[src/rtl/ee457_pkg.sv]
// Shared definitions for the ee457 pipelined CPU family: MIPS opcodes, NOP encoding
// and fetch-queue entry field widths.
package ee457_pkg;

    localparam int OPCODE_MSB = 31;
    localparam int OPCODE_LSB = 26;
    localparam int IMM_W      = 16;

    localparam logic [5:0] OP_RTYPE = 6'h00;
    localparam logic [5:0] OP_JMP   = 6'h02;
    localparam logic [5:0] OP_JAL   = 6'h03;
    localparam logic [5:0] OP_BEQ   = 6'h04;
    localparam logic [5:0] OP_BNE   = 6'h05;
    localparam logic [5:0] OP_ADDI  = 6'h08;
    localparam logic [5:0] OP_LW    = 6'h23;
    localparam logic [5:0] OP_SW    = 6'h2B;

    // sll $0,$0,0 is the canonical MIPS NOP
    localparam logic [31:0] NOP_INSTR = 32'h0000_0000;

    localparam int PRED_W = 1;

    function automatic int fetch_entry_w(input int instr_w, input int addr_w);
        return instr_w + addr_w + PRED_W;
    endfunction

endpackage

[src/rtl/ee457_fetch_unit_if.sv]
// Bundles the instruction-memory, decode and redirect signals of the fetch stage.
// master = fetch unit side, slave = memory/decode/back-end side.
interface ee457_fetch_unit_if #(
    parameter int ADDR_W  = 32,
    parameter int INSTR_W = 32
);
    logic [ADDR_W-1:0]  imem_addr;
    logic               imemread;
    logic [INSTR_W-1:0] imem_rdata;
    logic               imem_rvalid;

    logic               if_valid;
    logic [INSTR_W-1:0] if_instr;
    logic [ADDR_W-1:0]  if_pc_plus4;
    logic               if_pred_taken;
    logic               id_stall;

    logic               redirect;
    logic [ADDR_W-1:0]  redirect_pc;
    logic               fetch_misalign;

    modport master (
        output imem_addr, imemread,
        input  imem_rdata, imem_rvalid,
        output if_valid, if_instr, if_pc_plus4, if_pred_taken,
        input  id_stall,
        input  redirect, redirect_pc,
        output fetch_misalign
    );

    modport slave (
        input  imem_addr, imemread,
        output imem_rdata, imem_rvalid,
        input  if_valid, if_instr, if_pc_plus4, if_pred_taken,
        output id_stall,
        output redirect, redirect_pc,
        input  fetch_misalign
    );

endinterface

[src/rtl/ee457_fetch_fifo.sv]
// Synchronous FIFO with occupancy count, async reset, flush, and push+pop while full.
// DEPTH must be a power of two so the pointers wrap without extra logic.
module ee457_fetch_fifo #(
    parameter int DATA_W = 65,
    parameter int DEPTH  = 4
) (
    input  logic                       clk,
    input  logic                       rst,
    input  logic                       flush,
    input  logic                       push,
    input  logic                       pop,
    input  logic [DATA_W-1:0]          wdata,
    output logic [DATA_W-1:0]          rdata,
    output logic [$clog2(DEPTH):0]     count
);

    localparam int PTR_W = $clog2(DEPTH);
    localparam int CNT_W = PTR_W + 1;

    logic [DATA_W-1:0] mem [DEPTH];
    logic [PTR_W-1:0]  head;
    logic [PTR_W-1:0]  tail;
    logic [CNT_W-1:0]  cnt;
    logic              full;
    logic              empty;
    logic              do_push;
    logic              do_pop;

    assign full    = (cnt == CNT_W'(DEPTH));
    assign empty   = (cnt == '0);
    // a pop in the same cycle frees the slot the push lands in
    assign do_push = push & (~full | pop);
    assign do_pop  = pop & ~empty;

    always_ff @(posedge clk or posedge rst) begin
        if (rst) begin
            head <= '0;
            tail <= '0;
            cnt  <= '0;
        end else if (flush) begin
            head <= '0;
            tail <= '0;
            cnt  <= '0;
        end else begin
            if (do_push) tail <= tail + PTR_W'(1);
            if (do_pop)  head <= head + PTR_W'(1);
            cnt <= cnt + CNT_W'(do_push) - CNT_W'(do_pop);
        end
    end

    // storage carries no reset; entries beyond count are never observed
    always_ff @(posedge clk) begin
        if (do_push && !flush) mem[tail] <= wdata;
    end

    assign rdata = mem[head];
    assign count = cnt;

endmodule

[src/rtl/ee457_fetch_unit.sv]
// Instruction-fetch stage: PC generator feeding a QDEPTH-entry prefetch queue.
// Optional static backward-taken branch prediction under `EE457_FETCH_PREDICT_EN.
module ee457_fetch_unit
    import ee457_pkg::*;
#(
    parameter int                ADDR_W   = 32,
    parameter int                INSTR_W  = 32,
    parameter int                QDEPTH   = 4,
    parameter logic [ADDR_W-1:0] RESET_PC = '0
) (
    input  logic                clk,
    input  logic                rst,
    ee457_fetch_unit_if.master  bus
);

    localparam int ENTRY_W = fetch_entry_w(INSTR_W, ADDR_W);
    localparam int CNT_W   = $clog2(QDEPTH) + 1;

    typedef struct packed {
        logic [INSTR_W-1:0] instr;
        logic [ADDR_W-1:0]  pc_plus4;
        logic               pred;
    } entry_t;

    logic [ADDR_W-1:0]  pc;
    logic [ADDR_W-1:0]  pc_plus4;
    logic [ADDR_W-1:0]  next_pc;
    logic               pred;
    logic               misalign;

    logic               push;
    logic               pop;
    logic               room;
    logic               fetch;
    logic               full;
    logic               empty;
    logic [CNT_W-1:0]   count;

    entry_t             wentry;
    entry_t             hentry;
    logic [ENTRY_W-1:0] hraw;

    assign pc_plus4 = pc + ADDR_W'(4);

`ifdef EE457_FETCH_PREDICT_EN
    function automatic logic signed [ADDR_W-1:0] branch_offset(input logic [IMM_W-1:0] imm);
        return {{(ADDR_W-IMM_W-2){imm[IMM_W-1]}}, imm, 2'b00};
    endfunction

    logic [5:0]       opcode;
    logic [IMM_W-1:0] imm;
    logic             back_branch;

    assign opcode      = bus.imem_rdata[OPCODE_MSB:OPCODE_LSB];
    assign imm         = bus.imem_rdata[IMM_W-1:0];
    assign back_branch = ((opcode == OP_BEQ) || (opcode == OP_BNE)) && imm[IMM_W-1];
    assign pred        = back_branch;
    assign next_pc     = back_branch ? (pc_plus4 + branch_offset(imm)) : pc_plus4;
`else
    assign pred    = 1'b0;
    assign next_pc = pc_plus4;
`endif

    // handshake: redirect blocks both pop and fetch for this cycle
    assign full  = (count == CNT_W'(QDEPTH));
    assign empty = (count == '0);
    assign pop   = ~empty & ~bus.id_stall & ~bus.redirect;
    assign room  = ~full | pop;
    assign fetch = room & ~bus.redirect & ~rst;
    assign push  = fetch & bus.imem_rvalid;

    assign wentry = {bus.imem_rdata, pc_plus4, pred};

    always_ff @(posedge clk or posedge rst) begin
        if (rst) begin
            pc       <= RESET_PC;
            misalign <= 1'b0;
        end else if (bus.redirect) begin
            pc <= {bus.redirect_pc[ADDR_W-1:2], 2'b00};
            if (bus.redirect_pc[1:0] != 2'b00) misalign <= 1'b1;
        end else if (push) begin
            pc <= next_pc;
        end
    end

    ee457_fetch_fifo #(
        .DATA_W (ENTRY_W),
        .DEPTH  (QDEPTH)
    ) u_fifo (
        .clk   (clk),
        .rst   (rst),
        .flush (bus.redirect),
        .push  (push),
        .pop   (pop),
        .wdata (wentry),
        .rdata (hraw),
        .count (count)
    );

    assign hentry = hraw;

    // head outputs are forced to a NOP bundle whenever the queue is empty
    assign bus.imem_addr      = pc;
    assign bus.imemread       = fetch;
    assign bus.if_valid       = ~empty;
    assign bus.if_instr       = empty ? INSTR_W'(NOP_INSTR) : hentry.instr;
    assign bus.if_pc_plus4    = empty ? '0 : hentry.pc_plus4;
    assign bus.if_pred_taken  = ~empty & hentry.pred;
    assign bus.fetch_misalign = misalign;

endmodule
[src/flat_wrapper.sv]
// flat-port wrapper written by rule: the top's interface ports become plain ports
module ee457_fetch_unit_flat import ee457_pkg::*;
#(
    parameter int                ADDR_W   = 32,
    parameter int                INSTR_W  = 32,
    parameter int                QDEPTH   = 4,
    parameter logic [ADDR_W-1:0] RESET_PC = '0
)
  (clk, rst, bus_imem_addr, bus_imemread, bus_imem_rdata, bus_imem_rvalid, bus_if_valid, bus_if_instr, bus_if_pc_plus4, bus_if_pred_taken, bus_id_stall, bus_redirect, bus_redirect_pc, bus_fetch_misalign);
  ee457_fetch_unit_if #(.ADDR_W(ADDR_W), .INSTR_W(INSTR_W)) bus_i ();
  input  logic clk;
  input  logic rst;
  output wire logic [$bits(bus_i.imem_addr)-1:0] bus_imem_addr;
  output wire logic [$bits(bus_i.imemread)-1:0] bus_imemread;
  input wire logic [$bits(bus_i.imem_rdata)-1:0] bus_imem_rdata;
  input wire logic [$bits(bus_i.imem_rvalid)-1:0] bus_imem_rvalid;
  output wire logic [$bits(bus_i.if_valid)-1:0] bus_if_valid;
  output wire logic [$bits(bus_i.if_instr)-1:0] bus_if_instr;
  output wire logic [$bits(bus_i.if_pc_plus4)-1:0] bus_if_pc_plus4;
  output wire logic [$bits(bus_i.if_pred_taken)-1:0] bus_if_pred_taken;
  input wire logic [$bits(bus_i.id_stall)-1:0] bus_id_stall;
  input wire logic [$bits(bus_i.redirect)-1:0] bus_redirect;
  input wire logic [$bits(bus_i.redirect_pc)-1:0] bus_redirect_pc;
  output wire logic [$bits(bus_i.fetch_misalign)-1:0] bus_fetch_misalign;
  assign bus_imem_addr = bus_i.imem_addr;
  assign bus_imemread = bus_i.imemread;
  assign bus_i.imem_rdata = bus_imem_rdata;
  assign bus_i.imem_rvalid = bus_imem_rvalid;
  assign bus_if_valid = bus_i.if_valid;
  assign bus_if_instr = bus_i.if_instr;
  assign bus_if_pc_plus4 = bus_i.if_pc_plus4;
  assign bus_if_pred_taken = bus_i.if_pred_taken;
  assign bus_i.id_stall = bus_id_stall;
  assign bus_i.redirect = bus_redirect;
  assign bus_i.redirect_pc = bus_redirect_pc;
  assign bus_fetch_misalign = bus_i.fetch_misalign;
  ee457_fetch_unit #(.ADDR_W(ADDR_W), .INSTR_W(INSTR_W), .QDEPTH(QDEPTH), .RESET_PC(RESET_PC)) u_core (.clk(clk), .rst(rst), .bus(bus_i));
endmodule
[config.mk]
export PLATFORM = sky130hd
export DESIGN_NAME = ee457_fetch_unit_flat
export DESIGN_NICKNAME = d
export VERILOG_FILES = /design/src/rtl/ee457_pkg.sv /design/src/rtl/ee457_fetch_unit_if.sv /design/src/rtl/ee457_fetch_fifo.sv /design/src/rtl/ee457_fetch_unit.sv /design/src/flat_wrapper.sv
export SDC_FILE = /design/constraint.sdc
export NUM_CORES = 1
export LEC_CHECK = 0
export CORE_MARGIN = 2
export CORE_UTILIZATION = 49
export CTS_CLUSTER_DIAMETER = 40
export DETAILED_ROUTE_END_ITERATION = 10
export GPL_ROUTABILITY_DRIVEN = 0
export GPL_TIMING_DRIVEN = 0
export PLACE_DENSITY = 0.88
export SYNTH_ARGS = -nofsm -noshare
export SYNTH_HDL_FRONTEND = slang
export SYNTH_SLANG_ARGS = --single-unit
[constraint.sdc]
create_clock -name clk -period 3.6 [get_ports clk]
set_clock_uncertainty 0.1 [all_clocks]
set_input_delay 0.9 -clock clk [delete_from_list [all_inputs] [get_ports clk]]
set_output_delay 0.9 -clock clk [all_outputs]
set_load 0.01 [all_outputs]
# After elaboration in Yosys (flattened, before gate mapping)
# Memories as Yosys holds them, arrays and structs flattened.
# Index checks and enable logic that the tools add are counted.
# classes
n_reduce_logical	8
bitwise_logic	14
mux	11
eq_ne	1
add_sub_neg	5
# op_table
operator	n
two-way mux 32 bit	4
adder 32 x 3 -> 32 bit (second input constant)	1
two-way mux 2 bit	4
nonzero test 2 bit	4
AND 1 bit	7
inverter 1 bit	5
adder 2 x 1 -> 2 bit (second input constant)	2
adder 3 x 1 -> 3 bit	1
equality test 3 bit (second input constant)	1
zero test 3 bit	1
two-way mux 3 bit	1
subtractor 3 x 1 -> 3 bit	1
two-way mux 1 bit	2
AND reduction 2 bit	1
AND 1 bit (second input constant)	1
logical AND 1 bit	1
zero test 1 bit	1
OR 1 bit	1
# totals
n_memories	1
regBits	40
output_inout_bits	100
ram_bits	256
# mem_list
name	depth	width	rd	rd_ports_with_merged_regs	wr	line	text
u_core.u_fifo.mem	4	64	1	0	1	ee457_fetch_fifo.sv:20	logic [DATA_W-1:0] mem [DEPTH];

# Logic depth before layout (Yosys ltp)
# logic_depth
ltp_word	12
ltp_mapped	12
mapped_depth_nobuf	11

# Modules after synthesis
# From an unflattened synthesis, not the netlist that was laid out.
# unflattened
hier_cells	717
area_unflattened_um2	12499.5
# modules_own_cells
mod	instances	cells_per_inst	area_per_inst_um2	seq_area_each_um2
ee457_fetch_fifo	1	385	9883.2	7982.7
ee457_fetch_unit	1	332	2616.3	775.7

# Worst setup path before layout
# No wires, ideal clock.
# synth_timing
kind	input-to-reg
startpoint	input port bus_redirect
endpoint	memory u_core.u_fifo.mem[1][10] (netlist bit), enable pin
path_slack_ns	-0.437
stages	6
path_buffers	3
t_arrival_ns	3.511
setup_time_ns	0.426
path_cell_list	nor2_1 o311a_1 buf_2 clkbuf_1 clkbuf_1 and2_1
# synth_via
elab_chain_len	10
elab_cells_between_ends	11
cone_classes	mux: 2; bitwise: 7; reduce/logical: 2
# synth_rtl
item	line	text
start: declaration	flat_wrapper.sv:22	input wire logic [$bits(bus_i.redirect)-1:0] bus_redirect;
inverter 1 bit	ee457_fetch_unit.sv:67, ee457_fetch_unit.sv:69	
AND 1 bit	ee457_fetch_unit.sv:67	assign pop = ~empty & ~bus.id_stall & ~bus.redirect;
OR 1 bit	ee457_fetch_fifo.sv:32, ee457_fetch_unit.sv:68	
AND 1 bit (2 in a row)	ee457_fetch_unit.sv:69	assign fetch = room & ~bus.redirect & ~rst;
AND 1 bit	ee457_fetch_unit.sv:70	assign push = fetch & bus.imem_rvalid;
AND 1 bit	ee457_fetch_fifo.sv:32	assign do_push = push & (~full | pop);
logical AND 1 bit (*)	ee457_fetch_fifo.sv:53	if (do_push && !flush) mem[tail] <= wdata;
two-way mux 1 bit (*)	ee457_fetch_fifo.sv:53	
two-way mux 1 bit (not written as such) (*)	ee457_fetch_fifo.sv:53	
end: declaration	ee457_fetch_fifo.sv:20	
# Mark *: on every way between the ends. The rest lies on a longest branch, timed or not.

# Worst setup path in the final report
# layout_timing
startpoint	register u_core.u_fifo.head[0]
endpoint	output port bus_if_pc_plus4[14]
# layout_via
elab_chain_len	2
# layout_rtl
item	line	text
start: declaration	ee457_fetch_fifo.sv:21	logic [PTR_W-1:0] head;
start signal: assignment	ee457_fetch_fifo.sv:46	if (do_pop) head <= head + PTR_W'(1);
memory (4 x 64 bit)	n/a	
two-way mux 32 bit	ee457_fetch_unit.sv:107	assign bus.if_pc_plus4 = empty ? '0 : hentry.pc_plus4;
end: declaration	flat_wrapper.sv:19	output wire logic [$bits(bus_i.if_pc_plus4)-1:0] bus_if_pc_plus4;
# No other way between the ends.

==> metrics.csv <==
metric,value,unit
status,finished clean,
Max Cap Viol,0,
vias per cell,5.695,
clk_lat worst skew,500,ps
dpl cells,1207,
Post-DP Area,0.01423,mm^2
sequential area share after synthesis,69.62,%
crit path launch type,flip-flop,
min Tclk post-route,3495,ps
Synth cell types,50,
initial antenna violation count,0,
Die Ht,160.9,um
min-delay worst type,flip-flop to flip-flop,
most frequent cells in the layout,"edfxtp_1 (248), clkdlybuf4s50_1 (163), nor2b_1 (63)",
number of global-route vias before repair,7281,
RSZ-0062 raised after global routing,false,
post-synthesis cell area,0.01206,mm^2
CTS buffer count,35,
"Top FF cell, synth",edfxtp_1,
"commonest non-fill, non-tap cell in the layout",edfxtp_1,
final wirelength,27.06,mm
post-detail-place hpwl,18.09,mm
initial DRC count,705,
"non-filler cells, final",1270,
CTS Buffer Depth,3,
routed via count,7233,
Die ar.,0.02589,mm^2
worst slew pin tran,859.1,ps
Critical Path Fanout Max,10,
Initial Util,49.75,%
Root Buffer,clkbuf_16,
number of synthesized flops with an enable pin,248,
Async SR Flop Fraction,13.29,%
Peak VDD IR,0.5102,mV
Final ANT Viol Nets,0,
CP Capture Type,output pin,
drt pass-1 iters,5,
Final Max Slew Viols,0,
Pleak,5.205,nW
synth warn,0,
synthesized instance count,712,
Ports,169,
first-pass GRT wire length,41.88,mm
Arrival @ worst endpoint,2500,ps
ratio of cells with drive above 1 in the final layout,18.60,%
fillers,1749,
total grt overflow,0,
Avg Inst Size Synth,16.94,um^2
pin count of the biggest net entering global routing,51,
IO Port Bufs,163,
crit share post-route,97.08,%
CORE AREA,0.02425,mm^2
worst path required time,2600,ps
Worst slew margin,42.64,%
final setup violating endpoints,0,
chip width,160.9,um
DRC errors left,0,
fin nets,999,
"Core Util, Final",63.63,%
TritonCTS Sinks,286,
Total GRT Usage,21.23,%
CP Class,flip-flop to output pin,
H-Tree Depth,2,
clock-pin slew on the worst setup and hold paths,60,ps
Synth Register Bits,286,
Fin. Hold Viols,0,
row cnt,57,
final instance area,0.01543,mm^2
Fmax,286.1,MHz
Setup WS post-layout,105.0,ps
Pwr Total,9.836,mW
Power Density,637.5,mW/mm^2
Routed wire per std cell,21.31,um
CTS tree,yes,
Hold Buf Count CTS,0,
DP Worst Slack,-719.1,ps
P&R area growth vs syn,27.91,%
Inserted Diodes,0,
## path summary, 6_finish.rpt
kind	start	to	slack, ps	depth (start not counted)
max in group asynchronous	rst	u_core.u_fifo.head[0]$_DFFE_PP0P_	1950	2
min in group asynchronous	rst	u_core.bus.fetch_misalign$_DFFE_PP0P_	820	2
setup reg to reg	u_core.u_fifo.count[1]$_DFF_PP0_	u_core.u_fifo.count[2]$_DFF_PP0_	810	11
hold / removal	u_core.bus.fetch_misalign$_DFFE_PP0P_	u_core.bus.fetch_misalign$_DFFE_PP0P_	370	1
hold reg to reg	u_core.bus.fetch_misalign$_DFFE_PP0P_	u_core.bus.fetch_misalign$_DFFE_PP0P_	370	1
setup / recovery	u_core.u_fifo.head[0]$_DFFE_PP0P_	bus_if_pc_plus4[14]	100	4
## what timing repair did
item,CTS,global route
buffers inserted,0,6
gates resized for setup,23,12
endpoints found under the setup margin,160,56
## sequential cells by signal (all words and copies together), names as in the netlist
signal                     flops
u_core.bus.fetch_misalign      1
u_core.bus.imem_addr          30
u_core.u_fifo.count            3
u_core.u_fifo.head             2
u_core.u_fifo.mem            248
u_core.u_fifo.tail             2
## report_power, final
| part | internal (mW) | total [mW] | leakage [nW] | switching (mW) |
|---|---|---|---|---|
| combinational | 1.45 | 2.69 | 1.97 | 1.24 |
| sequential | 3.76 | 3.89 | 2.71 | 0.125 |
| clock | 1.94 | 3.26 | 0.523 | 1.32 |
## metrics by stage
stage,hold WS (ps),setup TNS (ps)
finish,371.3,0
global placement,356.3,-306950
CTS,376.1,0
detailed placement,354.5,-104280
floorplan,404.1,0
global route,396.3,0
## Yosys cell counts (all sizes together) (2+ instances only)
master  number  share of area, %
edfxtp     248                62
nor2b       63               3.3
mux4        62                12
nand2       39               1.2
dfrtp       38               7.9
clkbuf      28              0.88
nand3       26               1.2
xnor2       21               1.5
buf         20              0.91
nor2        20              0.62
o21ai       19              0.79
nand4       11              0.73
xor2        11              0.80
inv          9              0.28
and3         8              0.41
and2         7              0.36
ha           7              0.73
nor4         7              0.74
a221o        6              0.50
nand2b       6              0.31
nor3         6              0.25
o311ai       6              0.44
or3          6              0.31
a22oi        5              0.31
mux2i        4              0.33
o211ai       4              0.25
a21oi        3              0.12
a31oi        3              0.16
a41oi        3              0.22
a22o         2              0.15
and4         2              0.15
nor3b        2              0.12
## layout make-up
class / count / area (um^2) / area share [%]
Buffer: 44 / 262.8 / 1.703
Multi-Input combinational cell: 372 / 3436 / 22.27
Clock inverter: 19 / 161.4 / 1.046
Clock buffer: 42 / 933.4 / 6.049
Sequential cell: 286 / 8403 / 54.46
Timing Repair Buffer: 173 / 1787 / 11.58
Inverter: 10 / 41.29 / 0.2676
Tap cell: 324 / 405.4 / 2.627
## cell families after synthesis
group / count (synthesis) / share of synthesized area (%)
AO/OA/AOI/OAI: 57 / 3.350
buffers and inverters: 58 / 2.106
adder cells (fa/ha/maj): 8 / 0.8920
flip-flops: 286 / 69.62
AND/OR/NAND/NOR: 204 / 9.771
multiplexers: 66 / 11.91
other: 1 / 0.03109
XOR/XNOR: 32 / 2.323
## worst max-delay path: stages, from the launching register on
cell and delay [ps]:
dfrtp_4 560, buf_6 220, mux4_2 530, nor2b_1 150, clkdlybuf4s50_1 510
## routing by layer
layer | track usage [%] | up-vias | share of wire [%]
li1 | - | 3181 | -
met1 | 28.57 | 3635 | 40
met2 | 34.57 | 359 | 49
met3 | 5.243 | 58 | 8.9
met4 | 6.615 | 0 | 2.7
met5 | 0 | - | 0
(Power assumes the default switching activity.)
